File: config.mk
export PLATFORM = sky130hd
export DESIGN_NAME = key_debounce_sync_flat
export DESIGN_NICKNAME = d
export VERILOG_FILES = /design/src/rtl/key_debounce_sync_if.sv /design/src/rtl/key_debounce_sync.sv /design/src/flat_wrapper.sv
export SDC_FILE = /design/constraint.sdc
export NUM_CORES = 1
export LEC_CHECK = 0
export CAP_MARGIN = 30
export CORE_AREA = 2 2 91 93
export DETAILED_ROUTE_END_ITERATION = 10
export DIE_AREA = 0 0 93 95
export PLACE_DENSITY_LB_ADDON = 0.05
export SLEW_MARGIN = 25
export SYNTH_ARGS = -nofsm -noshare
export SYNTH_HDL_FRONTEND = slang
export SYNTH_SLANG_ARGS = --single-unit
File: constraint.sdc
create_clock -name clk_clk -period 4.1 [get_ports clk_clk]
set_input_delay 0.615 -clock clk_clk [delete_from_list [all_inputs] [get_ports clk_clk]]
set_output_delay 0.615 -clock clk_clk [all_outputs]
set_load 0.03 [all_outputs]
File: src/rtl/key_debounce_sync_if.sv
// Key-conditioning bus: raw keys and event clears in, debounced level,
// press/release pulses and sticky event flags out.
interface key_debounce_sync_if #(
  parameter int NUM_KEYS = 4
);
  logic [NUM_KEYS-1:0] keys_raw;
  logic [NUM_KEYS-1:0] event_clear;
  logic [NUM_KEYS-1:0] keys_export;
  logic [NUM_KEYS-1:0] press_pulse;
  logic [NUM_KEYS-1:0] release_pulse;
  logic [NUM_KEYS-1:0] key_event;

  modport master (
    output keys_raw, event_clear,
    input  keys_export, press_pulse, release_pulse, key_event
  );

  modport slave (
    input  keys_raw, event_clear,
    output keys_export, press_pulse, release_pulse, key_event
  );
endinterface

File: src/rtl/key_debounce_sync.sv
// Active-low push-button conditioner: 2-FF synchroniser, stable-time debounce,
// debounced level, one-cycle press/release pulses and sticky press flags.
module key_debounce_sync #(
  parameter  int NUM_KEYS        = 4,
  parameter  int DEBOUNCE_CYCLES = 500000,
  localparam int CNT_W           = $clog2(DEBOUNCE_CYCLES)
) (
  input  logic              clk_clk,
  input  logic              reset_reset_n,
  key_debounce_sync_if.slave bus
);

  localparam logic [CNT_W-1:0] CNT_MAX = CNT_W'(DEBOUNCE_CYCLES - 1);

  logic [NUM_KEYS-1:0] r_sync1;
  logic [NUM_KEYS-1:0] r_sync2;

  // Sync FFs reset to released (1) so no phantom press follows reset.
  always_ff @(posedge clk_clk or negedge reset_reset_n) begin
    if (!reset_reset_n) begin
      r_sync1 <= '1;
      r_sync2 <= '1;
    end else begin
      r_sync1 <= bus.keys_raw;
      r_sync2 <= r_sync1;
    end
  end

  genvar gi;
  generate
    for (gi = 0; gi < NUM_KEYS; gi++) begin : g_ch
      logic [CNT_W-1:0] r_cnt;
      logic             r_level;
      logic             r_press;
      logic             r_release;
      logic             r_event;
      logic             w_differ;
      logic             w_accept;
      logic             w_press_accept;

      assign w_differ       = r_sync2[gi] ^ r_level;
      assign w_accept       = w_differ && (r_cnt == CNT_MAX);
      assign w_press_accept = w_accept && !r_sync2[gi];

      always_ff @(posedge clk_clk or negedge reset_reset_n) begin
        if (!reset_reset_n) begin
          r_cnt     <= '0;
          r_level   <= 1'b1;
          r_press   <= 1'b0;
          r_release <= 1'b0;
          r_event   <= 1'b0;
        end else begin
          r_press   <= 1'b0;
          r_release <= 1'b0;
          if (!w_differ) begin
            r_cnt <= '0;
          end else if (w_accept) begin
            r_level   <= r_sync2[gi];
            r_cnt     <= '0;
            r_press   <= !r_sync2[gi];
            r_release <= r_sync2[gi];
          end else begin
            r_cnt <= r_cnt + CNT_W'(1);
          end
          // A press accepted on the same edge as a clear keeps the flag set.
          if (w_press_accept) begin
            r_event <= 1'b1;
          end else if (bus.event_clear[gi]) begin
            r_event <= 1'b0;
          end
        end
      end

      assign bus.keys_export[gi]   = r_level;
      assign bus.press_pulse[gi]   = r_press;
      assign bus.release_pulse[gi] = r_release;
      assign bus.key_event[gi]     = r_event;
    end
  endgenerate

endmodule

File: src/flat_wrapper.sv
// flat-port wrapper written by rule: the top's interface ports become plain ports
module key_debounce_sync_flat 
#(
  parameter  int NUM_KEYS        = 4,
  parameter  int DEBOUNCE_CYCLES = 500000,
  localparam int CNT_W           = $clog2(DEBOUNCE_CYCLES)
)
  (clk_clk, reset_reset_n, bus_keys_raw, bus_event_clear, bus_keys_export, bus_press_pulse, bus_release_pulse, bus_key_event);
  key_debounce_sync_if #(.NUM_KEYS(NUM_KEYS)) bus_i ();
  input  logic clk_clk;
  input  logic reset_reset_n;
  input wire logic [$bits(bus_i.keys_raw)-1:0] bus_keys_raw;
  input wire logic [$bits(bus_i.event_clear)-1:0] bus_event_clear;
  output wire logic [$bits(bus_i.keys_export)-1:0] bus_keys_export;
  output wire logic [$bits(bus_i.press_pulse)-1:0] bus_press_pulse;
  output wire logic [$bits(bus_i.release_pulse)-1:0] bus_release_pulse;
  output wire logic [$bits(bus_i.key_event)-1:0] bus_key_event;
  assign bus_i.keys_raw = bus_keys_raw;
  assign bus_i.event_clear = bus_event_clear;
  assign bus_keys_export = bus_i.keys_export;
  assign bus_press_pulse = bus_i.press_pulse;
  assign bus_release_pulse = bus_i.release_pulse;
  assign bus_key_event = bus_i.key_event;
  key_debounce_sync #(.NUM_KEYS(NUM_KEYS), .DEBOUNCE_CYCLES(DEBOUNCE_CYCLES)) u_core (.clk_clk(clk_clk), .reset_reset_n(reset_reset_n), .bus(bus_i));
endmodule
Word-level counts from Yosys, hierarchy flattened --
Index checks and enable logic that the tools add are counted.
Operators by class: add/subtract/negate cells 4, reduce and logical (&&, ||, !) cells 20, bitwise logic cells 4, multiplexer cells 32, equal/unequal tests 4
Operators with widths (number):
- two-way mux 19 bit | 8
- adder 19 x 1 -> 19 bit (second input constant) | 4
- == test 19 bit (second input constant) | 4
- two-way mux 1 bit | 24
- logical AND 1 bit | 8
- AND reduction 2 bit | 4
- nonzero test 2 bit | 4
- logical NOT 1 bit | 4
- bitwise XOR 1 bit | 4
Storage, ports and cells: register bits 100, output and inout port bits 16, logic and storage cells 86, bits of input ports 10

Depth between registers and ports, before layout --
Gate-level depths: netlist of the first run.
word-level depth 4, gate-level depth with buffers 7, depth with buffers taken out 5

Worst setup path before layout of the first run --
No wires, ideal clock.
kind register to register, start register u_core.g_ch[2].r_cnt[14], end register u_core.g_ch[2].r_level, cell stages (with the launch flop) 5, arrival time 1771 ps, library setup time 85 ps, buffers on the path 0, path slack 2245 ps, clock period less this slack 1855 ps, data required time 4015 ps, path through dfrtp_1 -> or4_1 -> or3_4 -> nor3_2 -> mux2_1
On the way: longest elaborated chain between the ends 3
RTL lines:
- start, declared | RTL line key_debounce_sync.sv:32 | logic [CNT_W-1:0] r_cnt;
- start signal, assigned | RTL line key_debounce_sync.sv:63 | r_cnt <= r_cnt + CNT_W'(1);
- == test 19 bit | RTL line key_debounce_sync.sv:42 | assign w_accept = w_differ && (r_cnt == CNT_MAX);
- logical AND 1 bit | RTL line key_debounce_sync.sv:42
- AND reduction 2 bit (no line)
- end signal, assigned | RTL line key_debounce_sync.sv:58 | r_level <= r_sync2[gi];
- end, declared | RTL line key_debounce_sync.sv:33 | logic r_level;
No other way between the ends. A chain may end at the register's enable or synchronous reset.

Worst setup path in the final report of the first run --
start register u_core.g_ch[1].r_cnt[14], end register u_core.g_ch[1].r_cnt[7]
On the way: longest elaborated chain between the ends 4
RTL lines:
- start, declared | RTL line key_debounce_sync.sv:32
- start signal, assigned | RTL line key_debounce_sync.sv:63
- == test 19 bit | RTL line key_debounce_sync.sv:42
- logical AND 1 bit | RTL line key_debounce_sync.sv:42
- two-way mux 19 bit | RTL line key_debounce_sync.sv:57 | end else if (w_accept) begin
- two-way mux 19 bit | RTL line key_debounce_sync.sv:55 | if (!w_differ) begin
No other way between the ends.

==> flow_metrics.tcl, run 1 <==
set metrics [dict create \
    period_needed_ns 2.237 \
    cts.path.max_buffers 2 \
    antenna-diode-count 0 \
    vdd_drop_max_mv 0.2963 \
    seq_area_frac_synth_pct 51.82 \
    finalClockSkew_ns 0.01045 \
    fin_cells 601 \
    p_per_area_nw_per_um2 319.8 \
    synth-compound-area-share_pct 4.172 \
    cts-root-buf "clkbuf_8" \
    drc 0 \
    die_y_um 95 \
    wirelength_mm 8.413 \
    dieArea_um2 8835 \
    slew_viol_final 0 \
    syn-cell-area_um2 4858 \
    synth_top_family_by_area "simple AND/OR/NAND/NOR gates" \
    r2r_start "u_core.g_ch[1].r_cnt[14]" \
    final_hold_viol_count 0 \
    gp_congestion 0.8313 \
    yosys.area_share.adder_pct 1.030 \
    power_leakage_uw 0.002124 \
    reg2reg_slack_ns 1.86 \
    syn2layout_area_growth_pct 8.911 \
    finalHoldWorstSlack_ns 0.1518 \
    synth_top_cells_by_area "dfrtp_1, xnor2_1, dfstp_2, nor2_1, xor2_1" \
    grt_pass1_vias 3158 \
    synth_largest_area_cell "dfrtp_1" \
    grt.overflow.total 0 \
    worstMarginPinSlew_ns 0.7223 \
    rsz0062_at_grt "false" \
    clk_latency_ns 0.35 \
    dpl.hpwl_mm 5.837 \
    ys.flop_type "dfrtp_1" \
    synth_nets 492 \
    fin_nets 505 \
    antenna_found_initial 0 \
    dr.first_iter.drc_count 72 \
    muxShareOfSynthArea_pct 0.4636 \
    final_cell_mix "dfrtp_1, nor2_1, xnor2_1, nand2_1, nand3_1" \
    fin_area_um2 5291 \
    htree_levels 3 \
    firstDrtPassIters 4 \
    fin_util_pct 66.75 \
    end_kind "flop" \
    wire_per_inst_um 14.00 \
    status "finished clean" \
    synth-simple-area-share_pct 26.63 \
    synth_edf_count 0 \
    critPathMaxFanout 10 \
    numCtsBuffers 9 \
    required_ns 4.35 \
    drv_cap 0 \
    ctsHoldBuffers 0 \
    netlist_instances 478 \
    post_drt_via_cell_ratio 5.567 \
    synthDominantCellAreaShare_pct 45.33 \
    mostFrequentLayoutCell "dfrtp_1" \
    grt_max_degree 78 \
    n_fill_cell 678 \
    post-route-period-util_pct 54.56 \
    yosys.area_share.xor_xnor_pct 11.18 \
    core_um2 7928 \
    setup_violations 0 \
    placed_area_um2 5076 \
    ant_nets 0 \
    critPathLaunchType "flop" \
    io_buffer_count 25 \
    ys_async_sr_fraction_pct 100.0 \
    hp-class "in -> async" \
    cts_sinks 100 \
    synth.ff_latch_count 100 \
    r2r_end "u_core.g_ch[1].r_cnt[7]" \
    slew_headroom_pct 51.52 \
    ys_types 48 \
    rows 33 \
    setup-tns-final_ns 0 \
    grt_pass1_wl_mm 14.50 \
    ios 26 \
    cts_tree "yes" \
    drive_gt1_share_pct 9.073 \
    dp.cells 584 \
    post-cts-setup-buffers 0 \
    critPathKind "reg -> reg" \
    avgSynthCellArea_um2 10.16 \
    grt_util_all_layers_pct 20.59 \
    cts_resized 0 \
    fmax_ghz 0.4470 \
    synth_warnings 0 \
    vias 3346 \
    die_w_um 93 \
    reg2reg_depth 5 \
    clkTransAtPathRegs_ns 0.09 \
    critical_path_arrival_ns 2.48 \
    start_util_pct 61.28 \
]
## cells in the mapped netlist, types with 3 or more instances
library cell	n
or4_1	6
buf_2	3
nor4b_1	5
a21o_1	4
nor2_1	78
nand4_2	3
dfstp_2	12
or3_1	9
nand2_1	28
a21oi_1	8
xnor2_1	41
nor3_1	18
and2_1	5
buf_4	17
and3_1	3
and4_1	5
clkbuf_1	4
dfrtp_1	88
xor2_1	21
or2_2	3
o31ai_1	3
nor4_1	17
nand3_1	25
o21ai_0	6
nand4_1	23
inv_1	13
ha_1	4
## metrics by stage
step | power [uW] | setup WS (ns)
global route | 1764 | 1.668
finish | 1692 | 1.863
global placement | 1099 | 1.861
detailed placement | 1103 | 1.887
CTS | 1718 | 1.852
floorplan | 1067 | 2.245
## cell families (layout without fill, tap and decap cells)
logic type / count (synthesis) / count (layout)
mux: 2 / 2
fa+ha+maj: 4 / 4
simple gates: 241 / 241
buf+inv: 39 / 57
xor+xnor: 62 / 62
flops: 100 / 100
compound gates: 30 / 30
## flip-flops by register name, summed over array words and instances, names as in the netlist
| register | flops |
|---|---|
| u_core.g_ch.r_event | 4 |
| u_core.r_sync2 | 4 |
| u_core.r_sync1 | 4 |
| u_core.g_ch.r_release | 4 |
| u_core.g_ch.r_press | 4 |
| u_core.g_ch.r_cnt | 76 |
| u_core.g_ch.r_level | 4 |
## critical path, stage by stage (launching register included)
cell and delay (ns):
dfrtp_1 0.42, nor4b_1 0.41, nand4_1 0.31, o21ai_1 0.66, buf_4 0.27, nor2_1 0.05
## power breakdown
| group | switching (uW) | total [uW] | internal, uW | leakage, uW |
|---|---|---|---|---|
| logic | 42.9 | 67.0 | 24.1 | 0.000684 |
| clock network | 307 | 607 | 300 | 0.0000947 |
| registers | 15.9 | 1020 | 1000 | 0.00135 |
| total | 366 | 1690 | 1330 | 0.00212 |
## layer usage
layer / track usage [%] / part of all wire, %
met1: 29.46 / 50
met2: 31.52 / 46
met3: 4.310 / 3.0
met4: 7.108 / 1.2
met5: 0 / 0
## final cells by class
| class | count | area [um^2] | share of cell area (%) |
|---|---|---|---|
| Multi-Input combinational cell | 339 | 2116 | 39.99 |
| Clock buffer | 14 | 152.6 | 2.885 |
| Sequential cell | 100 | 2517 | 47.58 |
| Clock inverter | 2 | 35.03 | 0.6621 |
| Inverter | 13 | 48.80 | 0.9222 |
| Tap cell | 105 | 131.4 | 2.483 |
| Timing Repair Buffer | 28 | 290.3 | 5.486 |
## how the worst max path moves through the flow
stage / startpoint / to / slack (ns) / depth (start not counted)
final: u_core.g_ch[1].r_cnt[14] / u_core.g_ch[1].r_cnt[7] / 1.86 / 5
after global routing: u_core.g_ch[1].r_cnt[0] / u_core.g_ch[1].r_cnt[7] / 1.67 / 6
after CTS: u_core.g_ch[1].r_level / bus_keys_export[1] / 1.85 / 1
after detailed placement: u_core.g_ch[1].r_cnt[0] / u_core.g_ch[1].r_cnt[14] / 1.89 / 6
after global placement: u_core.g_ch[1].r_cnt[0] / u_core.g_ch[1].r_cnt[13] / 1.86 / 5
after floorplan: u_core.g_ch[2].r_cnt[14] / u_core.g_ch[2].r_level / 2.24 / 4
Power figures use the tool's default switching activity.
==> inputs of run 2 (changes only) <==
--- a/config.mk
+++ b/config.mk
@@ -6,9 +6,9 @@
 export NUM_CORES = 1
 export LEC_CHECK = 0
 export CAP_MARGIN = 30
-export CORE_AREA = 2 2 91 93
+export CORE_AREA = 2 2 93 95
 export DETAILED_ROUTE_END_ITERATION = 10
-export DIE_AREA = 0 0 93 95
+export DIE_AREA = 0 0 95 97
 export PLACE_DENSITY_LB_ADDON = 0.05
 export SLEW_MARGIN = 25
 export SYNTH_ARGS = -nofsm -noshare
==> constraint.sdc (replaced) <==
create_clock -name clk_clk -period 2.1 [get_ports clk_clk]
set_input_delay 0.315 -clock clk_clk [delete_from_list [all_inputs] [get_ports clk_clk]]
set_output_delay 0.315 -clock clk_clk [all_outputs]
set_load 0.03 [all_outputs]
==> run 2 against run 1 <==
Against the previous run: sequential cell count did not move; non-clock buffer count up 9; sequential power up 95%; global-route usage rose by 0.22 points; clock-buffer cell count decreased by 5; worst setup slack worse by 1.7 ns; fmax increased by 14%.
==> flow_metrics.tcl, run 2 (same netlist as run 1, synthesis figures left out) <==
set metrics [dict create \
    htree_levels 3 \
    setup-tns-final_ns 0 \
    clkTransAtPathRegs_ns 0.10 \
    reg2reg_slack_ns 0.14 \
    dr.first_iter.drc_count 103 \
    grt.overflow.total 0 \
    cts_resized 0 \
    worstMarginPinSlew_ns 0.4048 \
    cp_slowest_cell "or3_4" \
    clk_latency_ns 0.36 \
    mostFrequentLayoutCell "dfrtp_1" \
    die_y_um 97 \
    drc 0 \
    path_cells "ha_1 > nand4_1 > or3_4 > nor3_2 > mux2_1" \
    p_total_uw 3406 \
    path_buf_inv 0 \
    critPathKind "reg -> reg" \
    dieArea_um2 9215 \
    hold_start "bus_keys_raw[0]" \
    period_needed_ns 1.957 \
    post-route-period-util_pct 93.21 \
    dpl.hpwl_mm 5.995 \
    drv_cap 0 \
    setup_violations 0 \
    vias 3414 \
    ios 26 \
    post_drt_via_cell_ratio 5.597 \
    grt_util_all_layers_pct 20.82 \
    grt_pass1_wl_mm 15.48 \
    start_util_pct 59.73 \
    critPathMaxStageDelay_ns 0.47 \
    cts.path.max_buffers 2 \
    final_cell_mix "dfrtp_1, nor2_1, xnor2_1, nand2_1, nand3_1" \
    top_register "u_core.g_ch.r_cnt" \
    critPathMaxFanout 5 \
    hp-class "in -> reg" \
    fin_cells 610 \
    slew_viol_final 0 \
    power_frac_comb_pct 4.2 \
    largest_register_ffs 76 \
    syn2layout_area_growth_pct 11.02 \
    antenna_found_initial 0 \
    placed_area_um2 5177 \
    end_kind "flop" \
    die_w_um 95 \
    reg2reg_depth 5 \
    fin_area_um2 5394 \
    grt_max_degree 47 \
    cts_tree "yes" \
    cts_sinks 100 \
    status "finished clean" \
    p_switching_uw 819.8 \
    hold_path_end "u_core.r_sync1[0]" \
    finalHoldWorstSlack_ns 0.3446 \
    ant_nets 0 \
    n_fill_cell 647 \
    final_hold_viol_count 0 \
    io_buffer_count 25 \
    pwr-share-seq_pct 58.4 \
    antenna-diode-count 0 \
    required_ns 2.39 \
    vdd_drop_max_mv 0.3845 \
    rsz0062_at_grt "false" \
    critical_path_arrival_ns 2.25 \
    wire_per_inst_um 14.10 \
    internal_power_uw 2586 \
    fin_nets 514 \
    wirelength_mm 8.600 \
    finalClockSkew_ns 0.005922 \
    firstDrtPassIters 4 \
    slew_headroom_pct 73.01 \
    whs_path_depth 1 \
    rows 33 \
    fmax_ghz 0.5109 \
    critPathLaunchType "flop" \
    dp.cells 593 \
    numCtsBuffers 9 \
    r2r_start "u_core.g_ch[2].r_cnt[0]" \
    cts-root-buf "clkbuf_8" \
    r2r_end "u_core.g_ch[2].r_level" \
    p_clk_share_pct 37.4 \
    p_per_area_nw_per_um2 631.4 \
    power_leakage_uw 0.002174 \
    grt_pass1_vias 3419 \
    gp_congestion 0.8691 \
    swShare_pct 24.07 \
    core_um2 8134 \
    crit_family "simple AND/OR/NAND/NOR gates" \
    drive_gt1_share_pct 11.09 \
]
-- run 2: changes by cell type in the layout (fill, tap and decap cells not counted), sizes merged --
cell / change
buf: +8
clkbuf: -5
inv: +4
clkinvlp: +2
clkinv: -1
dlygate4sd3: +1
-- run 2: timing repair --
action                     CTS  global route
hold buffers                 1             0
setup endpoints to repair    0             0
buffers inserted             0             0
hold endpoints to repair    28             0
-- run 2: cell type report --
| class | count | area [um^2] | share of cell area, % |
|---|---|---|---|
| Clock buffer | 9 | 123.9 | 2.296 |
| Clock inverter | 7 | 82.58 | 1.531 |
| Inverter | 13 | 48.80 | 0.9047 |
| Multi-Input combinational cell | 339 | 2112 | 39.16 |
| Sequential cell | 100 | 2517 | 46.67 |
| Tap cell | 105 | 131.4 | 2.436 |
| Timing Repair Buffer | 37 | 377.9 | 7.005 |
-- run 2: how the worst max path moves through the flow --
| stage | start | to | slack, ns | depth (start not counted) |
|---|---|---|---|---|
| floorplan | u_core.g_ch[2].r_cnt[14] | u_core.g_ch[2].r_level | 0.24 | 4 |
| global placement | u_core.g_ch[2].r_cnt[14] | u_core.g_ch[2].r_level | 0.21 | 4 |
| finish | u_core.g_ch[2].r_cnt[0] | u_core.g_ch[2].r_level | 0.14 | 5 |
| detailed placement | u_core.g_ch[2].r_cnt[0] | u_core.g_ch[2].r_level | 0.15 | 5 |
| global route | u_core.g_ch[2].r_cnt[1] | u_core.g_ch[2].r_level | 0.04 | 5 |
| CTS | u_core.g_ch[1].r_level | bus_keys_export[1] | 0.12 | 1 |
-- run 2: worst register-to-register path, stage by stage (launching register included) --
cell and delay (ns):
dfrtp_1 0.42, ha_1 0.26, nand4_1 0.20, or3_4 0.47
nor3_2 0.20, mux2_1 0.34
-- run 2: stage by stage --
| stage | worst slack, ns | util, % |
|---|---|---|
| finish | 0.1426 | 66.31 |
| global route | 0.03973 | 66.31 |
| CTS | 0.1226 | 66.31 |
| detailed placement | 0.1495 | 63.65 |
| global placement | 0.2052 | 63.65 |
| floorplan | 0.2447 | - |
-- run 2: routing by layer --
layer  part of all wire, %  global-route usage (%)  up-vias
li1                      -                       -     1700
met1                    48                   29.00     1641
met2                    46                   32.62       62
met3                   4.0                   5.218       11
met4                   1.3                   5.351        0
met5                     0                       0        -
-- run 2: power groups by stage --
stage,clock network [uW],logic (uW),registers [uW]
6_report,1270,143,1990
5_1_grt,1400,166,2000
4_1_cts,1310,149,1990
3_5_place_dp,0,146,2030
3_3_place_gp,0,143,2020
2_1_floorplan,0,66.3,2020
==> inputs of run 3 (changes only) <==
--- a/config.mk
+++ b/config.mk
@@ -9,7 +9,7 @@
 export CORE_AREA = 2 2 93 95
 export DETAILED_ROUTE_END_ITERATION = 10
 export DIE_AREA = 0 0 95 97
-export PLACE_DENSITY_LB_ADDON = 0.05
+export PLACE_DENSITY = 0.91
 export SLEW_MARGIN = 25
 export SYNTH_ARGS = -nofsm -noshare
 export SYNTH_HDL_FRONTEND = slang
==> run 3 against run 2 <==
Against the previous run: clock-buffer cell count rose by 1; die area did not move; cell count down 0.49%; first-iteration DRC count grew 82%; hold slack improved by 0.013 ns; core utilization rose by 0.11 points; sequential cell count did not move; sequential power hardly changed.
==> flow_metrics.tcl, run 3 (same netlist as run 1, synthesis figures left out) <==
set metrics [dict create \
    numCtsBuffers 9 \
    dpl.hpwl_mm 6.330 \
    die_y_um 97 \
    power_frac_comb_pct 4.2 \
    ios 26 \
    p_switching_uw 769.3 \
    slew_headroom_pct 67.38 \
    worstMarginPinSlew_ns 0.4828 \
    clk_latency_ns 0.37 \
    rsz0062_at_grt "false" \
    final_hold_viol_count 0 \
    dieArea_um2 9215 \
    p_clk_share_pct 38.7 \
    cp-startpoint "u_core.g_ch[2].r_cnt[0]" \
    placed_area_um2 5135 \
    end_kind "flop" \
    top_register "u_core.g_ch.r_cnt" \
    critPathKind "reg -> reg" \
    p_per_area_nw_per_um2 645.3 \
    dp_slack_ns 0.1006 \
    p_total_uw 3486 \
    vdd_drop_max_mv 0.3013 \
    antenna_found_initial 0 \
    fin_nets 512 \
    slew_viol_final 0 \
    mostFrequentLayoutCell "dfrtp_1" \
    critical_path_arrival_ns 2.35 \
    internal_power_uw 2717 \
    drive_gt1_share_pct 10.96 \
    drc 0 \
    vias 3587 \
    grt.overflow.total 0 \
    rows 33 \
    hp-class "in -> reg" \
    grt_pass1_wl_mm 16.10 \
    grt_max_degree 48 \
    r2r_start "u_core.g_ch[2].r_cnt[0]" \
    cts-root-buf "clkbuf_8" \
    power_leakage_uw 0.002168 \
    fmax_ghz 0.4880 \
    drv_cap 0 \
    core_um2 8134 \
    required_ns 2.40 \
    seqCellArea_um2 2517 \
    syn2layout_area_growth_pct 11.20 \
    pwr-share-seq_pct 57.1 \
    die_w_um 95 \
    post_drt_via_cell_ratio 5.909 \
    antenna-diode-count 0 \
    swShare_pct 22.07 \
    critPathMaxFanout 4 \
    clkTransAtPathRegs_ns 0.10 \
    wirelength_mm 9.356 \
    grt_util_all_layers_pct 21.91 \
    finalClockSkew_ns 0.01458 \
    wire_per_inst_um 15.41 \
    io_buffer_count 25 \
    critPathLaunchType "flop" \
    cts_tree "yes" \
    start_util_pct 59.73 \
    largest_register_ffs 76 \
    setup-tns-final_ns 0 \
    final_cell_mix "dfrtp_1, nor2_1, xnor2_1, nand2_1, nand3_1" \
    fin_ws_ns 0.05101 \
    status "finished clean" \
    grt_pass1_vias 3515 \
    dr.first_iter.drc_count 187 \
    fin_area_um2 5403 \
    n_fill_cell 574 \
    cts.path.max_buffers 2 \
    setup_violations 0 \
    multi_input_area_um2 2121 \
    gp_congestion 0.8407 \
    ant_nets 0 \
    firstDrtPassIters 5 \
    cts_sinks 100 \
    hold_start "bus_keys_raw[2]" \
    post-route-period-util_pct 97.57 \
    period_needed_ns 2.049 \
    htree_levels 3 \
]
run 3: cell types whose count changed in the layout (fill, tap and decap cells not counted), sizes merged:
cell	delta
buf	-2
clkbuf	+1
inv	-3
bufinv	+1
run 3: worst paths after layout:
| kind | endpoint | cells past startpoint | slack (ns) |
|---|---|---|---|
| setup / recovery | u_core.g_ch[2].r_level | 5 | 0.05 |
| hold / removal | u_core.r_sync1[2] | 1 | 0.36 |
| setup reg to reg | u_core.g_ch[2].r_level | 5 | 0.05 |
| hold reg to reg | u_core.r_sync2[1] | 0 | 0.36 |
| max in group asynchronous | u_core.r_sync2[2] | 3 | 0.98 |
| min in group asynchronous | u_core.g_ch[0].r_cnt[2] | 2 | 0.45 |
run 3: cell type report:
class | instances | share of cell area (%)
clock buffers | 10 | 2.547
clock inverters | 5 | 1.552
inverters | 13 | 0.9032
multi-input cells | 339 | 39.25
flip-flops and latches | 100 | 46.60
well taps | 105 | 2.432
repair buffers | 35 | 6.716
run 3: metal layers:
metal / vias to the layer above / GRT usage, % / wire length (um)
li1: 1699 / - / -
met1: 1706 / 28.69 / 3933
met2: 152 / 34.92 / 4613
met3: 30 / 4.751 / 541
met4: 0 / 9.476 / 266
met5: - / 0 / 0
run 3: what timing repair did:
item | in CTS | in global routing
endpoints found under the hold margin | 36 | 0
endpoints found under the setup margin | 0 | 20
setup buffers | 0 | 2
resized for setup | 0 | 2
hold buffers | 1 | 0
run 3: worst max-delay path, cell delays in order (launching register included):
cell     delay (ns)
dfrtp_1        0.42
ha_2           0.26
nand4_1        0.22
or3_4          0.49
nor3_2         0.25
mux2_1         0.34
run 3: power by group through the flow:
| stage | combinational, uW | clock (uW) | sequential, uW |
|---|---|---|---|
| after floorplan | 66.3 | 0 | 2020 |
| after global placement | 134 | 0 | 2020 |
| after detailed placement | 139 | 0 | 2030 |
| after CTS | 143 | 1360 | 1990 |
| after global routing | 166 | 1470 | 2000 |
| final | 146 | 1350 | 1990 |
run 3: per-stage QoR:
step                      hold WS, ns  util (%)  instances
final                          0.3572     66.42        607
after global routing           0.3307     66.42        607
after CTS                      0.3553     65.97        605
after detailed placement       0.3164     63.13        589
after global placement         0.3132     63.13        589
after floorplan               0.01941         -        478
==> variant (settings of run 3) <==
`DEBOUNCE_CYCLES` is set to 500000 in 2 places; all go to 2000000.
--- a/src/rtl/key_debounce_sync.sv
+++ b/src/rtl/key_debounce_sync.sv
@@ -3,5 +3,5 @@
 module key_debounce_sync #(
   parameter  int NUM_KEYS        = 4,
-  parameter  int DEBOUNCE_CYCLES = 500000,
+  parameter  int DEBOUNCE_CYCLES = 2000000,
   localparam int CNT_W           = $clog2(DEBOUNCE_CYCLES)
 ) (
--- a/src/flat_wrapper.sv
+++ b/src/flat_wrapper.sv
@@ -3,5 +3,5 @@
 #(
   parameter  int NUM_KEYS        = 4,
-  parameter  int DEBOUNCE_CYCLES = 500000,
+  parameter  int DEBOUNCE_CYCLES = 2000000,
   localparam int CNT_W           = $clog2(DEBOUNCE_CYCLES)
 )
Behaviour: same outputs for any inputs over 10 cycles, from zero or initial values and one cycle with reset_reset_n low; that may be too few to reach the edited logic, so the function may still have changed.
==> variant against run 3 <==
Wire length rose by 9.3%; first-iteration DRC count rose by 11%; cell area rose by 7.1%; final cell count rose by 6.1%; non-clock buffer count rose by 17; setup slack improved by 0.011 ns; die area did not move; combinational power rose by 8%; synthesized area rose by 5.5%; sequential cell count rose by 8; total power rose by 1.9%; count of clock-buffer cells in the layout rose by 1; critical path depth fell by 1.
==> variant: results (changes against run 3) <==
[run_status] outcome complete, no violations
[timing] worst hold slack across all endpoints 0.350 ns [-0.00675 ns]
[power] worst vdd rail ir drop 0.000405 V [+34%]
[layout] max reg flops 84 [+11%]
[layout] clock buffer count in the final layout 11 [+1]
[critical_path] maximum cell stage delay along the critical path 0.54 ns [+0.05 ns]
[layout] Signal buffers 52 [+49%]
[critical_path] Max Fanout on Critical Path 5 [+1]
[detailed_routing] drt pass-1 iters 4 [-1]
[layout] Final Non-Filler Cells 644 [+6.1%]
[yosys] Adder-Cell Fraction of Synth Area 0.00977 [-0.000536]
[yosys] average footprint of a synthesized cell 10.2 sq um [+0.44%]
[detailed_routing] routed wire length 10.2 mm [+9.3%]
[critical_path] reg2reg end u_core.g_ch[0].r_level
[yosys] share of synthesized area spent on multiplexers 0.00439 [-0.000241]
[place] post-placement worst setup slack -0.0112 ns [-0.112 ns]
[yosys] xor/xnor share of the synthesized area 0.0854 [-0.0263]
[layout] Multi-input comb cells 349 [+2.9%]
[layout] non-clock buffering overhead in the final layout 0.0826 [+0.0155]
[place] Placed Instance Area 0.00551 sq mm [+7.3%]
[grt] largest net degree at the start of global routing 41 [-15%]
[place] placed insts 623 [+5.8%]
[place] dpl hpwl 6.95 mm [+9.8%]
[yosys] Compound-Gate Fraction of Synth Area 0.0784 [+0.0366]
[layout] final std cell area, no fill 0.00579 sq mm [+7.1%]
[layout] multi-input logic portion of the cell area 0.382 [-0.0104]
[yosys] Post-Synthesis Net Count 516 [+4.9%]
[power] Leak Pwr 2.39 nW [+10%]
[critical_path] signal arrival time at the worst endpoint 2.33 ns [-0.02 ns]
[grt] first-pass GRT wire length 17.5 mm [+8.7%]
[place] Final Wtd Congestion 0.915 [+8.9%]
[timing] transition at the pin with the smallest max-transition slack 0.550 ns [+0.0670 ns]
[critical_path] Crit-path slowest cell or4b_1
[detailed_routing] number of vias in the routed layout 3927 [+9.5%]
[yosys] share of synthesized area occupied by flip-flops and latches 0.530 [+0.0121]
[critical_path] FF-to-FF path depth 4 [-1]
[power] internal power consumption 0.00275 W [+1.3%]
[critical_path] reg-to-reg startpoint u_core.g_ch[0].r_cnt[16]
[yosys] top post-synthesis cells by area dfrtp_1 (47%), xor2_1 (6.3%), dfstp_2 (6.2%)
[layout] count of inverters not on the clock network in the layout 15 [+2]
-- variant: cell count changes in the layout (fill, tap and decap cells not counted), moves of 14 or more --
cell / run 3 / this run
xnor2_1: 41 / 13
buf_4: 7 / 25
o21ai_0: 6 / 21
nor3_1: 18 / 4
a21oi_1: 8 / 28
xor2_1: 21 / 37
nor2_1: 78 / 56
-- variant: power groups by stage --
stage                     registers, W  logic (W)  clock network (W)
after floorplan                0.00217  0.0000631                  0
after CTS                      0.00214   0.000156            0.00128
final                          0.00214   0.000157            0.00126
after global placement         0.00217   0.000148                  0
after detailed placement       0.00218   0.000154                  0
after global routing           0.00214   0.000181            0.00137
-- variant: layer usage --
metal	vias to the layer above	share of wire	GRT usage	wire length, microns
li1	1837	-	-	-
met1	1946	0.41	0.299	4190
met2	128	0.53	0.405	5380
met3	16	0.052	0.0545	536
met4	0	0.012	0.0635	122
met5	-	0	0	0
-- variant: worst max path at each step --
stage                             startpoint                       end  slack [ns]  cells after the start
CTS                  u_core.g_ch[3].r_cnt[0]  u_core.g_ch[3].r_cnt[15]        0.02                      6
detailed placement   u_core.g_ch[3].r_cnt[0]  u_core.g_ch[3].r_cnt[15]       -0.01                      6
global placement    u_core.g_ch[1].r_cnt[11]  u_core.g_ch[1].r_cnt[20]        0.14                      5
floorplan            u_core.g_ch[0].r_cnt[0]  u_core.g_ch[0].r_cnt[20]        0.13                      6
finish              u_core.g_ch[0].r_cnt[16]    u_core.g_ch[0].r_level        0.06                      4
global route         u_core.g_ch[0].r_cnt[0]  u_core.g_ch[0].r_cnt[18]       0.003                      6
-- variant: timing repair --
item	in CTS	in global routing
hold buffers	1	0
endpoints found under the hold margin	36	0
resized for setup	1	9
cloned	0	0
endpoints found under the setup margin	17	40
buffers inserted	0	5
pin swaps	0	2
